<file path="config.mk">
export PLATFORM = sky130hd
export DESIGN_NAME = wordline_ctrl16
export DESIGN_NICKNAME = d
export VERILOG_FILES = /design/src/rtl/wordline_ctrl16.sv
export SDC_FILE = /design/constraint.sdc
export NUM_CORES = 1
export LEC_CHECK = 0
export ABC_AREA = 0
export ABC_CLOCK_PERIOD_IN_PS = 3800
export CORE_MARGIN = 5
export CORE_UTILIZATION = 53
export CTS_BUF_LIST = sky130_fd_sc_hd__clkbuf_16
export CTS_CLUSTER_SIZE = 16
export DETAILED_ROUTE_END_ITERATION = 16
export PLACE_DENSITY = 0.86
export RECOVER_POWER = 25
export SLEW_MARGIN = 10
export SYNTH_ARGS = -nofsm -noshare
export SYNTH_HDL_FRONTEND = slang
export SYNTH_SLANG_ARGS = --single-unit
export TNS_END_PERCENT = 20
</file>
<file path="constraint.sdc">
create_clock -name clk -period 3.8 [get_ports clk]
set_input_delay 1.14 -clock clk [delete_from_list [all_inputs] [get_ports clk]]
set_output_delay 1.14 -clock clk [all_outputs]
set_load 0.01 [all_outputs]
</file>
<file path="src/rtl/wordline_ctrl16.sv">
// Wordline sequencer for a 16-way one-hot row decoder: runs setup/precharge/fire per beat,
// gates the decoder output onto registered wordlines and flags any decode that is not 1<<dec_a.
module wordline_ctrl16 #(
  parameter int unsigned PRECH_CYC = 1,
  parameter int unsigned WL_CYC    = 2
) (
  input  logic        clk,
  input  logic        reset_n,
  input  logic        req_valid,
  output logic        req_ready,
  input  logic [3:0]  req_addr,
  input  logic [3:0]  req_len,
  output logic [3:0]  dec_a,
  input  logic [15:0] dec_y,
  output logic        precharge,
  output logic [15:0] wl,
  output logic        beat_done,
  output logic        done,
  output logic        err,
  output logic [2:0]  dbg_state
);

  // Handshake: a request transfers on a rising clk edge where req_valid && req_ready;
  // req_ready is high only in IDLE, the requester holds valid and payload until then,
  // and valid seen in any other state is ignored (nothing is queued).

  typedef enum logic [2:0] {
    S_IDLE  = 3'd0,
    S_SETUP = 3'd1,
    S_PRECH = 3'd2,
    S_FIRE  = 3'd3,
    S_DONE  = 3'd4
  } state_t;

  localparam logic [3:0] PRECH_LAST = 4'(PRECH_CYC - 1);
  localparam logic [3:0] WL_LAST    = 4'(WL_CYC - 1);

  state_t      state_q, state_d;
  logic [3:0]  cnt_q, cnt_d;
  logic [3:0]  beats_left_q;
  logic        beat_bad_q;
  logic [15:0] wl_q;
  logic        err_q;

  logic        accept;
  logic        mismatch;
  logic        prech_last;
  logic        fire_last;
  logic        last_beat;
  logic        wl_load;

  assign accept     = req_valid && (state_q == S_IDLE);
  assign mismatch   = (dec_y !== (16'h0001 << dec_a));
  assign prech_last = (cnt_q == PRECH_LAST);
  assign fire_last  = (cnt_q == WL_LAST);
  assign last_beat  = (beats_left_q == 4'd0);

  always_comb begin
    state_d = state_q;
    cnt_d   = cnt_q;
    case (state_q)
      S_IDLE: begin
        if (req_valid) state_d = S_SETUP;
      end
      S_SETUP: begin
        state_d = S_PRECH;
        cnt_d   = 4'd0;
      end
      S_PRECH: begin
        if (prech_last) begin
          state_d = S_FIRE;
          cnt_d   = 4'd0;
        end else begin
          cnt_d = cnt_q + 4'd1;
        end
      end
      S_FIRE: begin
        if (fire_last) begin
          state_d = last_beat ? S_DONE : S_SETUP;
          cnt_d   = 4'd0;
        end else begin
          cnt_d = cnt_q + 4'd1;
        end
      end
      S_DONE: begin
        state_d = S_IDLE;
      end
      default: begin
        state_d = S_IDLE;
        cnt_d   = 4'd0;
      end
    endcase
  end

  // wl for the next cycle is captured from dec_y only when that cycle is FIRE and the
  // decode is clean; once a beat has seen a bad decode it stays dark until the next SETUP.
  assign wl_load = (state_d == S_FIRE) && !mismatch && !beat_bad_q;

  always_ff @(posedge clk or negedge reset_n) begin
    if (!reset_n) begin
      state_q      <= S_IDLE;
      cnt_q        <= 4'd0;
      beats_left_q <= 4'd0;
      beat_bad_q   <= 1'b0;
      wl_q         <= 16'h0000;
      err_q        <= 1'b0;
      dec_a        <= 4'd0;
    end else begin
      state_q <= state_d;
      cnt_q   <= cnt_d;
      wl_q    <= wl_load ? dec_y : 16'h0000;

      if (state_q == S_SETUP) begin
        beat_bad_q <= 1'b0;
      end else if ((state_q == S_FIRE || state_d == S_FIRE) && mismatch) begin
        beat_bad_q <= 1'b1;
      end

      if (accept) begin
        dec_a        <= req_addr;
        beats_left_q <= req_len;
        err_q        <= 1'b0;
      end else begin
        if (state_q == S_FIRE && mismatch) err_q <= 1'b1;
        if (state_q == S_FIRE && fire_last && !last_beat) begin
          beats_left_q <= beats_left_q - 4'd1;
          dec_a        <= dec_a + 4'd1;
        end
      end
    end
  end

  assign req_ready = (state_q == S_IDLE);
  assign precharge = (state_q == S_PRECH);
  assign beat_done = (state_q == S_FIRE) && fire_last;
  assign done      = (state_q == S_DONE);
  assign wl        = wl_q;
  assign err       = err_q;
  assign dbg_state = state_q;

endmodule

</file>
# Yosys cells after proc, flatten, opt, wreduce, memory -nomap -nowiden
# Index checks and enable logic that the tools add are counted.
[totals]
ff_bits = 33
inputBits = 27
[op_classes]
addsub = 3
eq_ne = 7
shifts = 1
n_mux = 17
reduce_logical = 18
[op_table]
columns = ["operator", "count"]
rows = [
  ["$mux 4", 6],
  ["$mux 16", 1],
  ["$nex 16x16->1", 1],
  ["$shl 1x4->16 const A", 1],
  ["$mux 3", 4],
  ["$pmux 3 s4", 1],
  ["$pmux 4 s3", 1],
  ["$eq 3x2->1 const B", 3],
  ["$add 4x1->4 const B", 2],
  ["$logic_not 4->1", 2],
  ["$logic_and 1x1->1", 7],
  ["$reduce_bool 2->1", 3],
  ["$eq 4x1->1 const B", 1],
  ["$mux 1", 4],
  ["$sub 4x1->4 const B", 1],
  ["$eq 3x1->1 const B", 1],
  ["$eq 3x3->1 const B", 1],
  ["$logic_not 1->1", 3],
  ["$logic_not 3->1", 1],
  ["$reduce_or 2->1", 1],
  ["$logic_or 1x1->1", 1],
]

# Longest topological paths before layout
# Gate-level depths: netlist of the first run.
[logic_depth]
ltp_word = 9
mapped_depth = 11
depth_no_buf = 7

# Worst setup path before layout of the first run
# No wires, ideal clock.
[synth_timing]
path_kind = "flip-flop to output port"
start = "register cnt_q[1]"
end = "output beat_done"
arrival_time_ns = 1.417
slack_ns = 1.243
path_stages_with_launch = 5
cell_sequence = "dfrtp_1 > inv_1 > ha_1 > or3b_2 > nor3_1"
[synth_via]
elab_chain_cells = 2
[synth_lines]
columns = ["item", "line_no", "source"]
rows = [
  ["start: declaration", "39", "logic [3:0] cnt_q, cnt_d;"],
  ["start signal: assignment", "110", "cnt_q <= cnt_d;"],
  ["$eq 4x1->1", "55", "assign fire_last = (cnt_q == WL_LAST);"],
  ["$logic_and 1x1->1", "135", "assign beat_done = (state_q == S_FIRE) && fire_last;"],
  ["end: declaration", "17", "output logic beat_done,"],
]
# Every way passes these cells.

# Worst setup path in the final report of the first run
# Same ends and word-level chain as after synthesis.

==> results of run 1 <==
routing by layer:
| metal | up-vias | GRT usage | wire length, um |
|---|---|---|---|
| met5 | - | 0 | 0 |
| met2 | 68 | 0.3607 | 2565 |
| li1 | 904 | - | - |
| met4 | 0 | 0.09836 | 123 |
| met1 | 898 | 0.2377 | 2132 |
| met3 | 12 | 0.04959 | 294 |
final timing paths:
kind	slack [ns]	startpoint	cells after the start	to
worst min-delay path	0.60	beats_left_q[3]	2	beats_left_q[3]
worst max-delay path	0.36	cnt_q[1]	5	beat_done
worst min register to register	0.60	beats_left_q[3]	2	beats_left_q[3]
worst max register to register	0.97	dec_a[2]	7	err
max in group asynchronous	0.88	reset_n	2	dec_a[2]
min in group asynchronous	1.88	reset_n	2	cnt_q[1]
per-stage QoR:
step / instance area, um^2 / hold slack (ns) / util
2_1_floorplan: 2097 / 0.5305 / -
3_3_place_gp: 2626 / 0.5582 / 0.7015
3_5_place_dp: 2626 / 0.5845 / 0.7015
4_1_cts: 2789 / 0.5925 / 0.7450
5_1_grt: 2785 / 0.6236 / 0.7440
6_report: 2785 / 0.6012 / 0.7440
cell families (layout without fill, tap and decap cells):
group	Yosys count	count (layout)	synth area share
AND/OR/NAND/NOR	91	91	0.2810
buffers and inverters	36	88	0.08412
XOR/XNOR	10	10	0.04177
AO/OA/AOI/OAI	44	44	0.1337
adder cells (fa/ha/maj)	11	11	0.06563
flip-flops	33	33	0.3938
flip-flops by register name (all words and copies together) (netlist names):
name and cells:
wl 16, dbg_state 3, cnt_q 4, beat_bad_q 1, dec_a 4, beats_left_q 4, err 1
critical path, cell delays in order, from the launching register on:
cell and delay, ns:
sky130_fd_sc_hd__dfrtp_1 0.41, sky130_fd_sc_hd__inv_1 0.13, sky130_fd_sc_hd__ha_1 0.23, sky130_fd_sc_hd__or3b_2 0.51, sky130_fd_sc_hd__nor3_1 0.17, sky130_fd_sc_hd__clkdlybuf4s50_1 0.57
cells in the mapped netlist (all sizes together), types with 2 or more instances:
cell type	n	share of area
dfrtp	33	0.39
inv	24	0.043
nand2	19	0.034
nor4	19	0.084
o21ai	18	0.043
nor2	15	0.027
ha	11	0.066
buf	9	0.036
xnor2	7	0.029
a21oi	6	0.014
nor3	5	0.012
a31oi	3	0.0090
clkbuf	3	0.0054
nand3	3	0.0072
nand3b	3	0.011
nand4	3	0.0090
nand4b	3	0.020
or3b	3	0.013
xor2	3	0.013
a22o	2	0.0084
and2	2	0.0060
and3	2	0.0060
and4	2	0.0084
nand2b	2	0.0060
nor3b	2	0.0072
nor4bb	2	0.0095
o31ai	2	0.0072
final cells by class:
cell class              instances  area [um^2]
clock buffers                   5        125.1
inverters                      24        90.09
well taps                      48        60.06
clock inverters                 3        37.54
multi-input cells             156         1095
fillers                       283        958.4
flip-flops and latches         33        825.8
repair buffers                 56        551.8
power by group through the flow:
stage / logic [mW] / clock network [mW] / registers (mW)
final: 0.764 / 0.445 / 0.578
after global routing: 0.842 / 0.464 / 0.596
after CTS: 0.768 / 0.453 / 0.574
after detailed placement: 0.759 / 0 / 0.578
after global placement: 0.725 / 0 / 0.576
after floorplan: 0.592 / 0 / 0.519
==> flow_results.org, run 1 <==
** Timing
- In the finished design, the share of the clock period the worst path needs comes to 0.9042.
- Adding up every negative setup slack in the final design gives 0 ns.
- PnR worst setup slack :: between 0.3 and 0.4 ns
- Unrepaired setup endpoints after global routing :: no
- Worst relative slew slack :: -0.1944
- Static timing analysis puts the maximum clock frequency at ~0.29 GHz.
- Final number of max-transition violations :: 34
- Transition time at the pin with the least slew margin :: around 1.8 ns
- Final worst path period need :: around 3.4 ns
- The total count of hold-check failures in the final report was 0.
- On the final layout, the worst clock skew is around 0.0038 ns.
- Finish-stage setup viols :: 0

** Worst setup path
- Critical path peak fanout :: 4
- Data on the critical path arrives at its endpoint at around 2.3 ns.
- CP Data Required Time :: 2.66 ns
- Critical path start-end classification :: flip-flop to primary output
- STA classifies the critical path startpoint as a flip-flop.
- Category of the worst setup path capture point :: primary output

** Run
- Max-capacitance violation count :: 1

** Die
- The floorplan has 22 rows.
- The die is 72.90 um tall.
- Starting utilization of the core area :: 0.5602
- The die covers roughly 5300 um^2.
- 55 I/O pins were placed.
- The total area inside the core boundary comes to about 3700 um^2.
- Die outline width :: approximately 73 um

** Final layout
- Leaving out fill and tap cells, the most frequent cell in the layout is sky130_fd_sc_hd__clkdlybuf4s50_1.
- Top library cells by usage in the layout, fill and taps aside :: sky130_fd_sc_hd__clkdlybuf4s50_1, sky130_fd_sc_hd__dfrtp_1, sky130_fd_sc_hd__inv_1, sky130_fd_sc_hd__nand2_1, sky130_fd_sc_hd__o21ai_0
- Compared with the post-synthesis result, the final layout area differs by 32.82%.
- Excluding fillers, the count of instances in the completed layout stands at around 330.
- At the end of the flow, the number of nets in the layout was about 310.
- Antenna diode count :: 0
- Of the cells placed in the final design, the portion with a size suffix greater than 1 is 0.07220.

** Global route
- Maximum number of pins on one net before global-route repair :: 34
- Via count of the first global-routing pass :: 1,918
- Antenna violations before repair :: 0
- Aggregate global routing overflow :: 0
- The first global-routing pass estimated about 8500 um of wire.
- Global-route usage over all layers :: 0.2073

** Logic synthesis
- Counting flops with a built-in enable in the synthesized netlist gives 0.
- The synthesized netlist occupies a cell area of about 2100 um^2.
- Total of flip-flops plus latches after synthesis :: 33
- When the netlist entered floorplanning its net count stood at approximately 260.
- For this run, the leading register cell type out of synthesis is sky130_fd_sc_hd__dfrtp_1.
- Distinct cell type count after synthesis :: 52
- The share of the Yosys chip area taken by registers is 0.3938.
- Count of synthesis-stage warnings from yosys :: 0
- In the synthesized netlist the async set-or-reset flop fraction comes to 1.000.
- Cell count after synthesis :: 225
- Average instance area after synthesis :: between 9 and 10 um^2

** CTS
- The root buffer cell chosen for the clock tree is sky130_fd_sc_hd__clkbuf_16.
- The H-tree was split into 2 levels.
- Once the clock tree was built, the setup fixing pass inserted 0 buffers.
- The later pin in the worst-skew pair is clocked with a latency of around 0.28 ns.
- The clock passes through at most 2 buffers.
- The number of hold buffers added after CTS was 0.
- Number of gates resized after CTS :: 0
- Number of buffers inserted during clock tree synthesis :: 5
- Clock-pin slew reported for the worst setup and hold paths after clock tree synthesis :: around 0.05 ns
- CTS tree :: built
- CTS saw 33 sinks.

** Power and ir drop
- After layout, the design draws a total of 1.787 mW.
- Ratio of total power to cell area :: 641.7 nW/um^2
- Net switching power of the design :: just over 0.7 mW
- Cell internal power was estimated by the tool at ~1.1 mW.
- LEAKAGE :: around 1.2 nW
- Relative contribution of sequential cells to total power :: 0.324
- Clk network pwr share :: 0.249
- Across the VDD grid, the largest voltage drop is 419.2 uV.
- Of the total power, combinational logic draws 0.427.
- Of the total power, the share spent switching nets is 0.3940.

** Detailed routing
- DR WL/cell :: 15.74 um
- In this run the remaining antenna-violating nets after routing total 0.
- For this run, the detailed router's first-pass iteration total came to 5.
- In the routed design, unresolved DRC markers number 0.
- DR vias/cell :: about 5.8
- Routed vias :: ~1,900
- The detailed router finished its first iteration with slightly above 80 violations.
- Total routed wirelength :: slightly above 5000 um

** Placed design
- Prior to clock tree synthesis, the placed netlist has a worst setup slack of 0.5346 ns.
- At the end of routability-driven placement, the weighted congestion stood at around 0.8.
- Input and output buffers added on the ports amount to between 50 and 60.
- Cell total after placement :: between 300 and 400
- The HPWL after detailed placement is 3733 um.

** Worst hold path
- Worst min-delay path class :: flip-flop to flip-flop

** Status
- Violations in the final reports :: capacitance limit, slew limit
- Outcome :: complete, but fails checks
(Power assumes the default switching activity.)
==> run 2: changes to the inputs <==
TNS_END_PERCENT = 5   (was 20)
==> results of run 2 <==
No change in the layout: final DEF, timing and power equal those of run 1.
==> run 3: changes to the inputs <==
--- a/config.mk
+++ b/config.mk
@@ -16,2 +16,3 @@
 export RECOVER_POWER = 25
+export SETUP_SLACK_MARGIN = 0.3
 export SLEW_MARGIN = 10
--- a/constraint.sdc
+++ b/constraint.sdc
@@ -3,2 +3,2 @@
 set_output_delay 1.14 -clock clk [all_outputs]
-set_load 0.01 [all_outputs]
+set_load 0.1 [all_outputs]
==> flow_results.org, run 3 (same netlist as run 1, synthesis figures left out) <==
** Die
- In this run the standard cell core region covers 3744 um^2.
- Starting utilization of the core area :: 0.5602
- The die covers around 5300 um^2.
- Die outline width :: 72.90 um
- 55 I/O pins were placed.
- Vertical extent of the die :: ~73 um
- Row generation in the floorplan step produced 22 rows.

** Timing
- Unrepaired setup endpoints after global routing :: no
- Max Freq :: ~0.32 GHz
- Share of the clock period used by the worst path :: 0.8269
- Final worst path period need :: 3.142 ns
- Final number of max-transition violations :: 34
- Measured against its own limit, the worst slew margin works out to -0.1966.
- Total negative slack :: 0 ns
- Finish-stage setup viols :: 0
- For the pin with the worst max-slew slack, the measured transition is approximately 1.8 ns.
- Layout Skew :: just under 0.01 ns
- Hold violation count in the final report :: 0

** CTS
- In this run the number of H-tree levels came out at 2.
- Buffers inserted to repair hold after CTS numbered 0.
- Number of gates resized after CTS :: 0
- The clock passes through at most 2 buffers.
- Clock insertion delay at the later pin of the skew report :: around 0.28 ns
- CTS tree :: built
- Clock-pin slew was measured on the worst setup and hold paths at roughly 0.060 ns.
- In this run the post-CTS setup repair buffer count came out at 0.
- Clock tree synthesis inserted a total of 5 buffers.
- The clock net in this run drives a total of 33 sinks.
- The tree is rooted in a sky130_fd_sc_hd__clkbuf_16.

** Worst setup path
- Data on the critical path arrives at its endpoint at about 2 ns.
- Critical path peak fanout :: 4
- The worst setup path is captured at a primary output.
- Critical path start-end classification :: flip-flop to primary output
- Slowest stage cell on the critical path :: sky130_fd_sc_hd__or3b_2
- Setup crit start kind :: flip-flop
- The worst register-to-register path ends at err.
- Worst setup slack for register-to-register paths :: 1.00 ns
- Slowest stage delay, CP :: about 0.52 ns
- For the worst setup path, the data required time is between 2 and 3 ns.
- Reg-to-reg startpoint :: dec_a[2]
- Counting cells, the worst reg-to-reg path comes to 7.
- Traced cell by cell, the critical path runs through inv_1 -> ha_1 -> or3b_2 -> nor3_2 -> buf_4.

** Final layout
- Ratio of cells with drive above 1 in the final layout :: 0.1769
- Footprint of the flip-flops and latches :: slightly above 800 um^2
- Layout Cell Area excl Fill :: between 2000 and 3000 um^2
- Number of flip-flops in the largest register :: 16
- The multi-input combinational cells in the finished layout cover a total of 1105 um^2.
- The library cell used most frequently in the layout, excluding fill and tap cells, is sky130_fd_sc_hd__dfrtp_1.
- Total Nets Final :: 314
- Antenna diode count :: 0
- Layout overhead on the synthesized area :: 29.24%
- The top cell types in the final layout, fill and taps aside, are sky130_fd_sc_hd__dfrtp_1, sky130_fd_sc_hd__clkdlybuf4s50_1, sky130_fd_sc_hd__buf_4, sky130_fd_sc_hd__inv_1, sky130_fd_sc_hd__nand2_1.
- The filler cells instantiated in the layout total 284.

** Global route
- For met1 alone, demand over resource in global routing was 0.2612.
- Global-route usage over all layers :: 0.2082
- For met2 alone, demand over resource in global routing was 0.3597.
- Global Route met3 Usage :: 0.04132
- Global routing finished with a remaining overflow of 0.
- Maximum number of pins on one net before global-route repair :: 34
- Antenna violations before repair :: 0
- Via count of the first global-routing pass :: 1,810
- Routing layer with the top usage in global route :: met2
- The first global-routing pass estimated between 8000 and 9000 um of wire.

** Worst hold path
- The path with the worst hold slack has its endpoint at beats_left_q[3].
- The path class of the tightest hold or removal check is flip-flop to flip-flop.
- Source of the worst hold timing path :: beats_left_q[3]
- Cell count of the worst hold path :: 2

** Placed design
- The wire-length estimate of the detail-placed layout is 3485 um.
- Placer's final routability congestion estimate :: about 0.87
- Placed standard-cell area :: about 2600 um^2
- The count of buffers added on input and output ports is 54.

** Detailed routing
- DR WL/cell :: 15.31 um
- The first routing iteration left 223 violations.
- After detailed routing, the number of vias per cell comes to 5.729.
- Antenna viol nets, final :: 0
- Total routed wirelength :: just under 5000 um
- After detailed routing, the number of remaining DRC violations is 0.
- First-pass iteration count of the detailed router :: 4
- Detailed routing inserted a total of 1,862 vias.

** Power and ir drop
- Power consumption :: between 2 and 2.5 mW
- LEAKAGE :: around 1.2 nW
- Peak supply drop :: 555.7 uV
- In this run the power density over the cells is about 750 nW/um^2.

** Status
- The final reports fail on capacitance limit, slew limit.
- Outcome :: complete, but fails checks

** Run
- Max-cap violations in this run came to 1.
run 3: changes by cell type in the layout (fill, tap and decap cells not counted):
cell,change
sky130_fd_sc_hd__buf_4,+26
sky130_fd_sc_hd__bufinv_16,-1
sky130_fd_sc_hd__clkdlybuf4s50_1,-26
sky130_fd_sc_hd__clkinv_2,+1
sky130_fd_sc_hd__clkinv_4,+1
sky130_fd_sc_hd__inv_1,-1
sky130_fd_sc_hd__nor3_1,-2
sky130_fd_sc_hd__nor3_2,+2
run 3: per-stage QoR:
step	worst slack, ns	cells	util	hold WS, ns
floorplan	0.06725	225	-	0.5305
global placement	0.6044	317	0.6868	0.5618
detailed placement	0.5598	317	0.6868	0.5641
CTS	0.6555	325	0.7249	0.5760
global route	0.4191	325	0.7239	0.6416
finish	0.6576	325	0.7239	0.5745
run 3: report_power, final:
part / total (mW) / internal [mW] / leakage, nW / switching, mW
Combinational: 1.06 / 0.330 / 0.713 / 0.726
Clock: 0.390 / 0.240 / 0.0712 / 0.150
Sequential: 0.576 / 0.430 / 0.425 / 0.147
Total: 2.02 / 1.00 / 1.21 / 1.02
run 3: per-layer routing:
layer | part of all wire | vias up
li1 | - | 910
met5 | 0 | -
met3 | 0.090 | 6
met4 | 0.011 | 0
met1 | 0.40 | 858
met2 | 0.50 | 88
run 3: worst max-delay path by stage:
stage	startpoint	to	slack [ns]	cells after the start
2_1_floorplan	dbg_state[0]	beat_done	0.07	3
3_3_place_gp	dec_y[5]	err	0.60	6
3_5_place_dp	dec_y[5]	err	0.56	6
4_1_cts	cnt_q[1]	beat_done	0.66	5
5_1_grt	reset_n	wl[7]	0.42	2
6_report	cnt_q[1]	beat_done	0.66	5
run 3: cell type report:
cell class	instances	share of cell area
clock buffers	5	0.04617
clock inverters	3	0.006464
inverters	24	0.03324
multi-input cells	156	0.4077
flip-flops and latches	33	0.3047
well taps	48	0.02216
repair buffers	56	0.1796
run 3: critical path: cells and delay by family (launching register included):
family,cells,cell delay [ns]
fa+ha+maj,1,0.22
buf+inv,2,0.43
flops,1,0.41
simple gates,2,0.66
